<file path="src/rtl/spi_arbiter.sv">
// Round-robin arbiter sharing one SPI master among N_REQ requesters.
// Define SPI_ARB_TIMEOUT_EN to add a WAIT watchdog that pulses err on expiry.
module spi_arbiter #(
  parameter int N_REQ       = 4,
  parameter int DATA_W      = 8,
  parameter int TIMEOUT_CYC = 255
) (
  input  logic                      clk,
  input  logic                      rst_l,
  input  logic [N_REQ-1:0]          req,
  input  logic [N_REQ*DATA_W-1:0]   req_data,
  output logic [N_REQ-1:0]          grant,
  output logic                      busy,
  input  logic                      spi_ready,
  output logic                      spi_start,
  output logic [DATA_W-1:0]         spi_tx_data,
  input  logic                      spi_done,
  input  logic [DATA_W-1:0]         spi_rx_data,
  output logic [DATA_W-1:0]         rx_data,
  output logic [N_REQ-1:0]          rx_valid,
  output logic [N_REQ-1:0]          err
);

  localparam int IDX_W = $clog2(N_REQ);

  if (N_REQ < 2 || N_REQ > 8 || DATA_W < 1 || TIMEOUT_CYC < 1) begin : g_bad_param
    $error("spi_arbiter: parameter out of range");
  end

  typedef enum logic [1:0] {IDLE, START, WAIT, RELEASE} state_t;

  state_t           state;
  logic [IDX_W-1:0] ptr;
  logic [IDX_W-1:0] owner;
  logic [IDX_W-1:0] win;
  logic [IDX_W-1:0] next_ptr;
  logic             found;

`ifdef SPI_ARB_TIMEOUT_EN
  localparam int CNT_W = $clog2(TIMEOUT_CYC + 1);
  logic [CNT_W-1:0] cnt;
`else
  assign err = '0;
`endif

  // First requester at or above ptr, wrapping past N_REQ-1 back to 0.
  always_comb begin : rr_search
    int unsigned k;
    found = 1'b0;
    win   = '0;
    k     = 0;
    for (int unsigned i = 0; i < N_REQ; i++) begin
      k = (32'(ptr) + i) % N_REQ;
      if (!found && req[k]) begin
        found = 1'b1;
        win   = IDX_W'(k);
      end
    end
  end

  assign next_ptr = (owner == IDX_W'(N_REQ - 1)) ? '0 : owner + 1'b1;

  always_ff @(posedge clk or posedge rst_l) begin
    if (rst_l) begin
      state       <= IDLE;
      ptr         <= '0;
      owner       <= '0;
      grant       <= '0;
      busy        <= 1'b0;
      spi_start   <= 1'b0;
      spi_tx_data <= '0;
      rx_data     <= '0;
      rx_valid    <= '0;
`ifdef SPI_ARB_TIMEOUT_EN
      err         <= '0;
      cnt         <= '0;
`endif
    end else begin
      spi_start <= 1'b0;
      rx_valid  <= '0;
`ifdef SPI_ARB_TIMEOUT_EN
      err       <= '0;
`endif
      case (state)
        IDLE: begin
          if (spi_ready && found) begin
            state       <= START;
            owner       <= win;
            grant       <= N_REQ'(1) << win;
            spi_tx_data <= req_data[32'(win)*DATA_W +: DATA_W];
            spi_start   <= 1'b1;
            busy        <= 1'b1;
          end
        end
        START: begin
          state <= WAIT;
`ifdef SPI_ARB_TIMEOUT_EN
          cnt   <= '0;
`endif
        end
        WAIT: begin
          // spi_done takes priority over a watchdog expiry on the same edge.
          if (spi_done) begin
            state    <= RELEASE;
            rx_data  <= spi_rx_data;
            rx_valid <= grant;
            ptr      <= next_ptr;
          end
`ifdef SPI_ARB_TIMEOUT_EN
          else if (cnt == CNT_W'(TIMEOUT_CYC - 1)) begin
            state <= RELEASE;
            err   <= grant;
            ptr   <= next_ptr;
          end else begin
            cnt <= cnt + 1'b1;
          end
`endif
        end
        RELEASE: begin
          state <= IDLE;
          grant <= '0;
          busy  <= 1'b0;
        end
        default: state <= IDLE;
      endcase
    end
  end

endmodule

</file>
<file path="config.mk">
export PLATFORM = sky130hd
export DESIGN_NAME = spi_arbiter
export DESIGN_NICKNAME = d
export VERILOG_FILES = /design/src/rtl/spi_arbiter.sv
export SDC_FILE = /design/constraint.sdc
export NUM_CORES = 1
export LEC_CHECK = 0
export BUFFER_PORTS_ARGS = -buffer_cell sky130_fd_sc_hd__buf_4
export CELL_PAD_IN_SITES_DETAIL_PLACEMENT = 0
export CELL_PAD_IN_SITES_GLOBAL_PLACEMENT = 1
export CORE_MARGIN = 10
export CORE_UTILIZATION = 37
export DETAILED_ROUTE_END_ITERATION = 10
export PLACE_DENSITY = 0.85
export REMOVE_ABC_BUFFERS = 1
export SYNTH_ARGS = -nofsm -noshare
export SYNTH_HDL_FRONTEND = slang
export SYNTH_SLANG_ARGS = --single-unit
</file>
<file path="constraint.sdc">
create_clock -name clk -period 3.15 [get_ports clk]
set_input_delay 0.4725 -clock clk [delete_from_list [all_inputs] [get_ports clk]]
set_output_delay 0.4725 -clock clk [all_outputs]
set_load 0.01 [all_outputs]
</file>
== Word-level counts from Yosys, hierarchy flattened ==
Cells that the tools add are included.
Cells by class
  add/subtract/negate cells: 4
  magnitude comparators: 4
  equality and inequality tests: 6
  shift-type cells: 2
  mux-type cells: 28
  reductions and logical operators: 13
Operators by type and width (count)
  variable part select 32 x 6 -> 8 bit: 1
  2-to-1 mux 2 bit: 7
  less-than comparator 2 x 3 -> 1 bit (second input constant): 4
  2-to-1 mux 4 bit: 3
  2-to-1 mux 1 bit: 11
  binary-select mux 1 bit (select 2 bit): 4
  case mux 2 bit (4 select lines): 1
  case mux 4 bit (2 select lines): 1
  AND reduction 2 bit: 4
  equality test 2 bit (second input constant): 3
  adder 2 x 1 -> 2 bit (second input constant): 2
  adder 2 bit (second input constant): 2
  logical AND 1 bit: 4
  inequality test 2 bit (second input constant): 2
  << shifter 1 x 2 -> 4 bit (first input constant): 1
  zero test 1 bit: 3
  equality test 2 x 1 -> 1 bit (second input constant): 1
  zero test 2 bit: 1
  case mux 1 bit (2 select lines): 1
  nonzero test 2 bit: 1
Word-level totals
  flip-flop bits (word level): 32
  input port bits: 48
  output and inout port bits: 30
  logic and storage cells: 66

== Longest topological paths before layout ==
Gate-level depths: netlist of run 1.
  word-level depth: 15
  mapped depth: 7
  depth with buffers taken out: 7

== Worst setup path before layout of run 1 ==
Ideal clock, no wire load.
  kind: input to register
  start point: input port req[3]
  end point: register spi_tx_data[0]
  setup time: 133 ps
  arrival time: 1577 ps
  required time: 3017 ps
  setup slack: 1441 ps
  stages: 6
  buffers on the path: 1
  path through: nand3b_2 > inv_2 > or3_4 > buf_6 > a2111oi_4 > a211oi_1
On the way
  cells in the longest elaborated chain, start to end: 14
  elaborated cells on any way between the ends: 25
  those cells by class: 1 x shift; 16 x mux; 8 x reduce/logical
Ends and longest elaborated chain
  from (decl): RTL line 10  | input logic [N_REQ-1:0] req,
  branches (longest 14 deep; another with binary-select mux 1 bit (select 2 bit))
  to (signal assigned): RTL line 90  | spi_tx_data <= req_data[32'(win)*DATA_W +: DATA_W];
  to (decl): RTL line 16  | output logic [DATA_W-1:0] spi_tx_data,
Parallel ways; which one is timed is not known. The select of a mux whose other input is x is not followed.
A chain may end at the register's enable or synchronous reset.

== Final worst setup path of run 1 ==
  start point: register state[0]
  end point: register grant[3]
On the way
  cells in the longest elaborated chain, start to end: 3
  elaborated cells on any way between the ends: 6
  those cells by class: 2 x eq/ne; 1 x mux; 3 x reduce/logical
Ends and longest elaborated chain
  from (decl): RTL line 32  | state_t state;
  from (signal assigned): RTL line 65  | state <= IDLE;
  from (signal assigned): RTL line 87  | state <= START;
  from (signal assigned): RTL line 96  | state <= WAIT;
  equality test 2 bit or zero test 2 bit (tied branches): RTL line 84  | case (state)
  nonzero test 2 bit (no line) or inequality test 2 bit (tied branches)
  AND reduction 2 bit (no line)
  to (signal assigned): RTL line 89  | grant <= N_REQ'(1) << win;
  to (decl): RTL line 12  | output logic [N_REQ-1:0] grant,
Parallel ways exist; a longest one is shown, timed or not.

==> flow_summary.toml, run 1 <==
[logic_synthesis]
ys.flop_type = "dfrtp_1"
synthArstFlopShare_pct = 100
yosysMostFrequentCell = "dfrtp_1"
seq_area_frac_synth_pct = 47.6
yosysWarnings = 0
syn_inst = 150
netlist_area_um2 = 1680
synth.distinct_cells = 39
synth_top_area_share_pct = 47.6
ys_top_cells_by_count = "dfrtp_1 (32), nor2_1 (12), mux2i_1 (9), nand2_1 (9)"
avgSynthCellArea_um2 = 11.2
ys_ff_latch = 32
yosys.area.top_type = "dfrtp_1"
synth_edf_count = 0
yosys-top-cells-area = "dfrtp_1 (48%), mux2i_1 (5.4%), mux2_2 (5.4%)"

[worst_setup_path]
crit_type = "flop to flop"
end_kind = "flop"
worstPathArrival_ps = 2130
worstSetupStartpointType = "flop"
crit_required_ps = 3360
worstPathMaxFanout = 9

[floorplan]
core_area_um2 = 4380
die-area_um2 = 7650
die_w_um = 87.4
pin_count = 78
start_util_pct = 38.4
die_h_um = 87.4
rows = 24

[cts]
cts-resized-gates = 0
path_clk_slew_ps = 60
cts_max_path_buffers = 2
cts_buffers = 5
cts-root-buf = "clkbuf_8"
clk_latency_ps = 280
h-tree-depth = 2
cts_tree = "built"
cts_hold_buffers = 0
clock_sinks = 32
post_cts_buffers = 0

[global_routing]
grt_use_total_pct = 12.6
grt_pass1_vias = 1564
antenna_found_initial = 0
grt_start_max_net_pins = 33
overflow = 0
grt_pass1_wl_mm = 7.65

[placed_design]
gp_congestion = 0.745
dp_cells = 271
port_buffers = 73
dp_hpwl_mm = 3.62
post-place-ws_ps = 1120

[drt]
wl_mm = 4.57
vias = 1392
ant_nets = 0
firstDrtPassIters = 4
avgViaCountPerCell = 5.01
drt_iter0_drc = 35
wl_per_cell_um = 16.4
drc = 0

[outcome]
outcome = "completed"

[finish]
ff_latch_area_um2 = 801
finish.utilization_pct = 53.3
drive_gt1_share_pct = 44.2
final_cells = 278
finalNetCount = 279
area_growth_pct = 38.7
n_antenna_cell = 0
multiInputGateArea_um2 = 796
fillers = 406

[timing]
finalCriticalPeriod_ps = 1920
fin_crit_sh_pct = 60.9
hold_violations = 0
skew_ps = 3.54
rsz0062_at_grt = "no"
relSlewSlack_pct = 56.7
worstMarginPinSlew_ps = 646
fmax_mhz = 521
setup_slack_ps = 1230
slew_viol_final = 0
tns_ps = 0
setup_viol = 0

[power_and_ir_drop]
p_leak_nw = 1.17
ir_drop_mv = 0.264
total_power_mw = 1.88
powerDensity_nw_per_um2 = 805

[min_path]
min_path_type = "input port to asynchronous set/reset pin"

[flow_run]
cap_violations = 0
[per-layer routing]
layer  global-route usage [%]  share of wire, %  vias to the layer above
li1                         -                 -                      679
met1                     16.3                48                      628
met2                     16.2                37                       78
met3                     8.24                14                        7
met4                     4.35               1.3                        0
met5                        0                 0                        -
[final timing paths]
path | from | to | slack, ps | cells after the start
setup / recovery | state[0]$_DFFE_PP0P_ | grant[3]$_DFFE_PP0P_ | 1230 | 6
hold / removal | rst_l | spi_start$_DFF_PP0_ | 290 | 3
setup reg to reg | state[0]$_DFFE_PP0P_ | grant[3]$_DFFE_PP0P_ | 1230 | 6
hold reg to reg | owner[1]$_DFFE_PP0P_ | owner[1]$_DFFE_PP0P_ | 490 | 1
max in group asynchronous | rst_l | ptr[1]$_DFFE_PP0P_ | 2570 | 3
min in group clk | spi_rx_data[6] | rx_data[6]$_DFFE_PP0P_ | 410 | 2
[cell families after synthesis]
logic type | share of synthesized area (%)
muxes | 11.4
and+or+nand+nor | 14.2
other | 0.223
DFF | 47.6
buffers and inverters | 5.80
adders and majority gates | 3.72
AOI/OAI and AO/OA | 17.1
[through the flow]
stage | cell area [µm²] | hold WS, ps
2_1_floorplan | 1640 | 454
3_3_place_gp | 2260 | 466
3_5_place_dp | 2260 | 481
4_1_cts | 2330 | 294
5_1_grt | 2330 | 321
6_report | 2330 | 286
[cell type report]
type	count	share of cell area, %
Clock buffer	6	3.11
Clock inverter	1	0.214
Inverter	10	1.71
Multi-Input combinational cell	103	34.1
Sequential cell	32	34.3
Tap cell	52	2.79
Timing Repair Buffer	74	23.8
[registers in the layout, summed over array words and instances (netlist names)]
signal	cells
busy	1
grant	4
owner	2
ptr	2
rx_data	8
rx_valid	4
spi_start	1
spi_tx_data	8
state	2
[critical path, stage by stage (launching register included)]
cell,delay (ps)
dfrtp_1,400
inv_1,110
ha_1,230
nand3_4,160
nor3_2,590
a32oi_1,190
o21ai_1,150
[placed cells by master, fill, tap and decap left out, drive strengths merged, types with 2 or more instances in the layout]
cell type / Yosys / routed
nor2: 12 / 12
and3: 4 / 4
mux2i: 9 / 9
nand2: 9 / 9
conb: 1 / 4
and2: 7 / 7
dfrtp: 32 / 32
clkbuf: 1 / 6
nor3: 2 / 2
buf: 7 / 74
a32o: 2 / 2
a211oi: 8 / 8
nand2b: 2 / 2
a221oi: 7 / 7
inv: 10 / 10
mux2: 9 / 9
ha: 5 / 5
a21oi: 5 / 5
o21ai: 5 / 5
[power breakdown]
part           internal, mW  switching (mW)  leakage (nW)  total (mW)
sequential            0.586           0.112         0.392       0.698
clock                 0.150           0.138        0.0410       0.288
combinational         0.443           0.450         0.736       0.893
total                  1.18           0.701          1.17        1.88
Note: power is estimated with default switching activity, not from simulation.
==> run 2: changes to the inputs <==
- ABC_AREA: default -> 1
- CORE_UTILIZATION: 37 -> 31
- PLACE_DENSITY: 0.85 -> 0.76
- clock period: 3.15 -> 1.5 ns (I/O delays scaled with it)
==> flow_summary.toml, run 2 <==
[timing]
hold_violations = 0
finalCriticalPeriod_ps = 1840
skew_ps = 2.65
rsz0062_at_grt = "yes"
hold_ws_ps = 31.0
setup_slack_ps = -339
fmax_mhz = 544
setup_viol = 18
fin_crit_sh_pct = 123
slew_viol_final = 0

[cts]
clock_sinks = 32
h-tree-depth = 2
cts_max_path_buffers = 2
cts_tree = "built"
path_clk_slew_ps = 60
cts-root-buf = "clkbuf_8"
cts_buffers = 5
clk_latency_ps = 270

[worst_setup_path]
critPathBufInv = 4
worstPathMaxFanout = 9
worstSetupStartpointType = "flop"
crit_required_ps = 1670
crit_path_top_delay_cell = "dfrtp_2"
crit_type = "flop to flop"
crit_top_cell = "nand2_1"
slowest_delay_ps = 460
end_kind = "flop"
worstPathArrival_ps = 2010
cp_top_family = "buffers and inverters"
crit_chain = "clkbuf_16 -> buf_4 -> buf_4 -> nor2_4 -> nand2_8 -> buf_12 -> nand3_1 -> nand2_1 -> nand2_1 -> nand2_1 -> nand2_1 -> nand2_1"

[logic_synthesis]
synth_compound_area_share_pct = 4.19
yosysWarnings = 0
synth-simple-area-share_pct = 41.5
synth.distinct_cells = 31
synthArstFlopShare_pct = 100
synth-xor-area-share_pct = 0
synth_top_area_share_pct = 38.9
netlist_area_um2 = 2060
ys.flop_type = "dfrtp_1"
yosys.area.top_type = "dfrtp_1"
yosysMostFrequentCell = "nand2_1"
ys_ff_latch = 32
avgSynthCellArea_um2 = 7.89
syn_inst = 261
ys_top_cells_by_count = "nand2_1 (109), dfrtp_1 (32), nand3_1 (24), inv_1 (14), nand2_2 (14)"
yosys-top-cells-area = "dfrtp_1 (39%), nand2_1 (20%), nand3_1 (5.8%)"
synthAdderAreaFrac_pct = 3.04
synth_edf_count = 0
seq_area_frac_synth_pct = 38.9
synth.area.mux_share_pct = 4.37
synth_top_family_by_area = "simple AND/OR/NAND/NOR gates"

[outcome]
failed_checks = "negative setup slack"
outcome = "finished with violations"

[placed_design]
port_buffers = 73
post-place-ws_ps = -315
gp_congestion = 0.789
dp_hpwl_mm = 4.31
dp_cells = 419

[power_and_ir_drop]
power_frac_seq_pct = 17.2
combPwrFrac_pct = 75.9
p_switching_mw = 4.04
ir_drop_mv = 0.980
powerDensity_nw_per_um2 = 2550
clkPwrFrac_pct = 7.0
p_leak_nw = 1.80
p_int_mw = 4.57
sw_frac_of_total_pct = 46.9

[finish]
final_common_cell = "nand2_1"
area_growth_pct = 63.9
n_antenna_cell = 0
drive_gt1_share_pct = 51.2
reg_top3 = "rx_data (8), spi_tx_data (8)"
final_cells = 446
final_cell_mix = "nand2_1 (92), buf_4 (87), dfrtp_1 (30)"
finalNetCount = 422
finish.utilization_pct = 52.9

[floorplan]
die-area_um2 = 10300
rows = 29
start_util_pct = 32.2
core_area_um2 = 6390
pin_count = 78
die_w_um = 102
die_h_um = 102

[drt]
avgViaCountPerCell = 4.43
drt_iter0_drc = 40
firstDrtPassIters = 4
drc = 0
wl_per_cell_um = 13.8
ant_nets = 0
vias = 1978
wl_mm = 6.17

[global_routing]
grt_start_max_net_pins = 33
grt_use_total_pct = 11.4
grt_pass1_wl_mm = 9.62
grt_pass1_vias = 2060
overflow = 0
antenna_found_initial = 0

[min_path]
min_path_type = "input port to asynchronous set/reset pin"

[flow_run]
cap_violations = 0
==> run 2: changes by cell type after synthesis, sizes merged, moves of 2 or more <==
cell | previous run | this run
nand2b | 2 | 0
mux2i | 9 | 0
a211oi | 8 | 0
buf | 7 | 10
a21oi | 5 | 3
and2 | 7 | 0
and3 | 4 | 0
inv | 10 | 18
o21ai | 5 | 9
a221oi | 7 | 0
nand3 | 1 | 27
a32o | 2 | 0
nand2 | 9 | 131
==> run 2: per-stage QoR <==
stage / setup TNS [ps] / area [µm²] / total power [mW]
finish: -4620 / 3380 / 8.60
global route: -6760 / 3380 / 9.33
CTS: -4250 / 3060 / 7.60
detailed placement: -4330 / 2780 / 6.10
global placement: -4320 / 2780 / 6.07
floorplan: -8600 / 1980 / 4.41
==> run 2: final timing paths <==
kind,endpoint,cells past startpoint,slack (ps),startpoint
max,spi_tx_data[2]$_DFFE_PP0P_,12,-340,ptr[0]$_DFFE_PP0P_
min,rx_data[4]$_DFFE_PP0P_,3,30,rst_l
max reg2reg,spi_tx_data[2]$_DFFE_PP0P_,12,-340,ptr[0]$_DFFE_PP0P_
min reg2reg,busy$_DFFE_PP0P_,2,470,busy$_DFFE_PP0P_
max in group asynchronous,ptr[1]$_DFFE_PP0P_,3,1150,rst_l
min in group clk,rx_data[2]$_DFFE_PP0P_,2,180,spi_rx_data[2]
==> run 2: power by group through the flow <==
stage | Combinational (mW) | Sequential (mW) | Clock (mW)
after floorplan | 2.80 | 1.61 | 0
after global placement | 4.61 | 1.46 | 0
after detailed placement | 4.64 | 1.46 | 0
after CTS | 5.53 | 1.45 | 0.628
after global routing | 7.14 | 1.53 | 0.658
final | 6.53 | 1.48 | 0.598
==> run 2: repair_timing <==
| action | CTS | global route |
|---|---|---|
| pin swaps | 5 | 16 |
| cloned | 4 | 2 |
| endpoints found under the setup margin | 18 | 26 |
| buffers inserted | 9 | 5 |
| hold buffers | 0 | 0 |
| resized for setup | 15 | 58 |
==> run 2: layout make-up <==
class	instances	area (µm²)
Timing Repair Buffer	104	920
Multi-Input combinational cell	208	1400
Inverter	18	77.6
Tap cell	77	96.3
Clock inverter	1	5.00
Clock buffer	6	72.6
Fill cell	579	3010
Sequential cell	32	803
==> run 2: worst reg2reg max path: stages, from the launching register on <==
cell,delay [ps]
dfrtp_2,460
clkbuf_16,180
buf_4,130
buf_4,180
nor2_4,180
nand2_8,120
buf_12,160
nand3_1,60
nand2_1,50
nand2_1,50
nand2_1,60
nand2_1,60
nand2_1,50
==> run 2: layer usage <==
| layer | vias up | global-route usage [%] | share of wire, % |
|---|---|---|---|
| met3 | 7 | 4.36 | 6.8 |
| li1 | 1035 | - | - |
| met1 | 888 | 13.6 | 42 |
| met5 | - | 0 | 0 |
| met2 | 48 | 18.3 | 50 |
| met4 | 0 | 3.64 | 1.1 |
==> run 2: logic make-up after synthesis <==
family | after synthesis
compound gates | 13
fa+ha+maj | 5
buf+inv | 29
flops | 32
mux | 8
other cells | 1
simple gates | 173
==> run 3: changes to the inputs <==
- CORE_UTILIZATION: 31 -> 37
- PLACE_DENSITY: 0.76 -> 0.85
- REMOVE_ABC_BUFFERS: 1 -> default
- clock period: 1.5 -> 2.2 ns (I/O delays scaled with it)
==> flow_summary.toml, run 3 (same netlist as run 2, synthesis figures left out) <==
[drt]
firstDrtPassIters = 5
ant_nets = 0
drc = 0
drt_iter0_drc = 79
avgViaCountPerCell = 4.53
wl_per_cell_um = 13.5
vias = 1854
wl_mm = 5.53

[floorplan]
die_h_um = 94.6
die-area_um2 = 8950
core_area_um2 = 5440
start_util_pct = 37.9
pin_count = 78
rows = 27
die_w_um = 94.6

[power_and_ir_drop]
ir_drop_mv = 0.584
powerDensity_nw_per_um2 = 1590
power_frac_seq_pct = 23.0
sw_frac_of_total_pct = 49.2
combPwrFrac_pct = 65.8
p_leak_nw = 1.52
clkPwrFrac_pct = 11.1
p_switching_mw = 2.14
p_int_mw = 2.21

[global_routing]
grt_use_total_pct = 12.8
grt_pass1_wl_mm = 9.27
overflow = 0
grt_pass1_vias = 1965
grt_start_max_net_pins = 33
antenna_found_initial = 0

[outcome]
outcome = "completed"

[timing]
slew_viol_final = 0
fmax_mhz = 508
rsz0062_at_grt = "no"
worstMarginPinSlew_ps = 615
tns_ps = 0
fin_crit_sh_pct = 89.5
relSlewSlack_pct = 58.9
skew_ps = 6.19
hold_violations = 0
finalCriticalPeriod_ps = 1970
setup_viol = 0

[finish]
drive_gt1_share_pct = 38.0
final_common_cell = "nand2_1"
area_growth_pct = 33.1
n_antenna_cell = 0
final_cells = 409
finalNetCount = 390
reg_top3 = "rx_data (8), spi_tx_data (8)"
final_cell_mix = "nand2_1 (109), buf_4 (77), dfrtp_1 (32)"
fillers = 567

[cts]
path_clk_slew_ps = 70
cts-root-buf = "clkbuf_8"
cts_tree = "built"
cts-resized-gates = 0
cts_hold_buffers = 0
clock_sinks = 32
cts_max_path_buffers = 2
cts_buffers = 5
post_cts_buffers = 0
clk_latency_ps = 280
h-tree-depth = 2

[worst_setup_path]
end_kind = "flop"
worstSetupStartpointType = "flop"
crit_type = "flop to flop"
worstPathMaxFanout = 19
crit_required_ps = 2370
worstPathArrival_ps = 2140

[placed_design]
dp_hpwl_mm = 4.36
port_buffers = 73
gp_congestion = 0.794
dp_cells = 402

[min_path]
min_path_type = "input port to asynchronous set/reset pin"

[flow_run]
cap_violations = 0
run 3: cell count changes in the layout (fill, tap and decap cells not counted), moves of 3 or more:
cell	delta
nor2_4	-4
buf_12	-7
nand2_2	-3
nand3_2	-3
nand2_8	-4
nor2_1	+3
nand3_1	+5
buf_6	-9
nand2_4	-15
buf_4	-10
nand2_1	+17
run 3: per-layer routing:
metal	vias up	routed length (µm)	track usage (%)
met5	-	0	0
met4	0	39	2.87
met3	4	592	7.30
met2	62	2630	21.3
met1	829	2270	13.9
li1	959	-	-
run 3: cell type report:
type,count,area [µm²],area share (%)
clock buffers,7,96.3,3.51
repair buffers,77,578,21.1
well taps,72,90.1,3.29
multi-input cells,203,1110,40.4
inverters,18,67.6,2.46
flip-flops and latches,32,801,29.2
run 3: critical path, stage by stage, from the launching register on:
cell and delay (ps):
dfrtp_1 410, buf_4 240, nand2_2 80, nand3_1 80, nand2_1 100, inv_1 130, nand3_4 130, nand2_8 180
nand2_8 140, nand2_1 90, nand2_1 50, nand2_1 90, nand2_1 60, nand2_1 50, nand2_1 40
run 3: power by group through the flow:
| stage | sequential (mW) | clock [mW] | combinational [mW] |
|---|---|---|---|
| 2_1_floorplan | 1.07 | 0 | 2.15 |
| 5_1_grt | 1.04 | 0.524 | 3.24 |
| 3_5_place_dp | 1.01 | 0 | 2.92 |
| 4_1_cts | 1.01 | 0.489 | 2.92 |
| 6_report | 1.00 | 0.484 | 2.87 |
| 3_3_place_gp | 1.00 | 0 | 2.90 |
run 3: path summary, 6_finish.rpt:
| kind | startpoint | endpoint | slack, ps | cells past startpoint |
|---|---|---|---|---|
| max | ptr[0]$_DFFE_PP0P_ | spi_tx_data[3]$_DFFE_PP0P_ | 230 | 14 |
| min | rst_l | state[1]$_DFFE_PP0P_ | 130 | 3 |
| max reg2reg | ptr[0]$_DFFE_PP0P_ | spi_tx_data[3]$_DFFE_PP0P_ | 230 | 14 |
| min reg2reg | busy$_DFFE_PP0P_ | busy$_DFFE_PP0P_ | 490 | 2 |
| max in group asynchronous | rst_l | rx_data[0]$_DFFE_PP0P_ | 1770 | 3 |
| min in group clk | spi_rx_data[6] | rx_data[6]$_DFFE_PP0P_ | 280 | 2 |
run 3: stage by stage:
| step | instance area [µm²] | worst slack, ps | hold WS (ps) | power, mW | util [%] |
|---|---|---|---|---|---|
| floorplan | 2070 | 477 | 446 | 3.21 | - |
| global placement | 2650 | 216 | 447 | 3.90 | 48.6 |
| finish | 2740 | 230 | 129 | 4.35 | 50.4 |
| global route | 2740 | 23.9 | 154 | 4.80 | 50.4 |
| CTS | 2740 | 202 | 145 | 4.42 | 50.4 |
| detailed placement | 2650 | 219 | 446 | 3.93 | 48.6 |
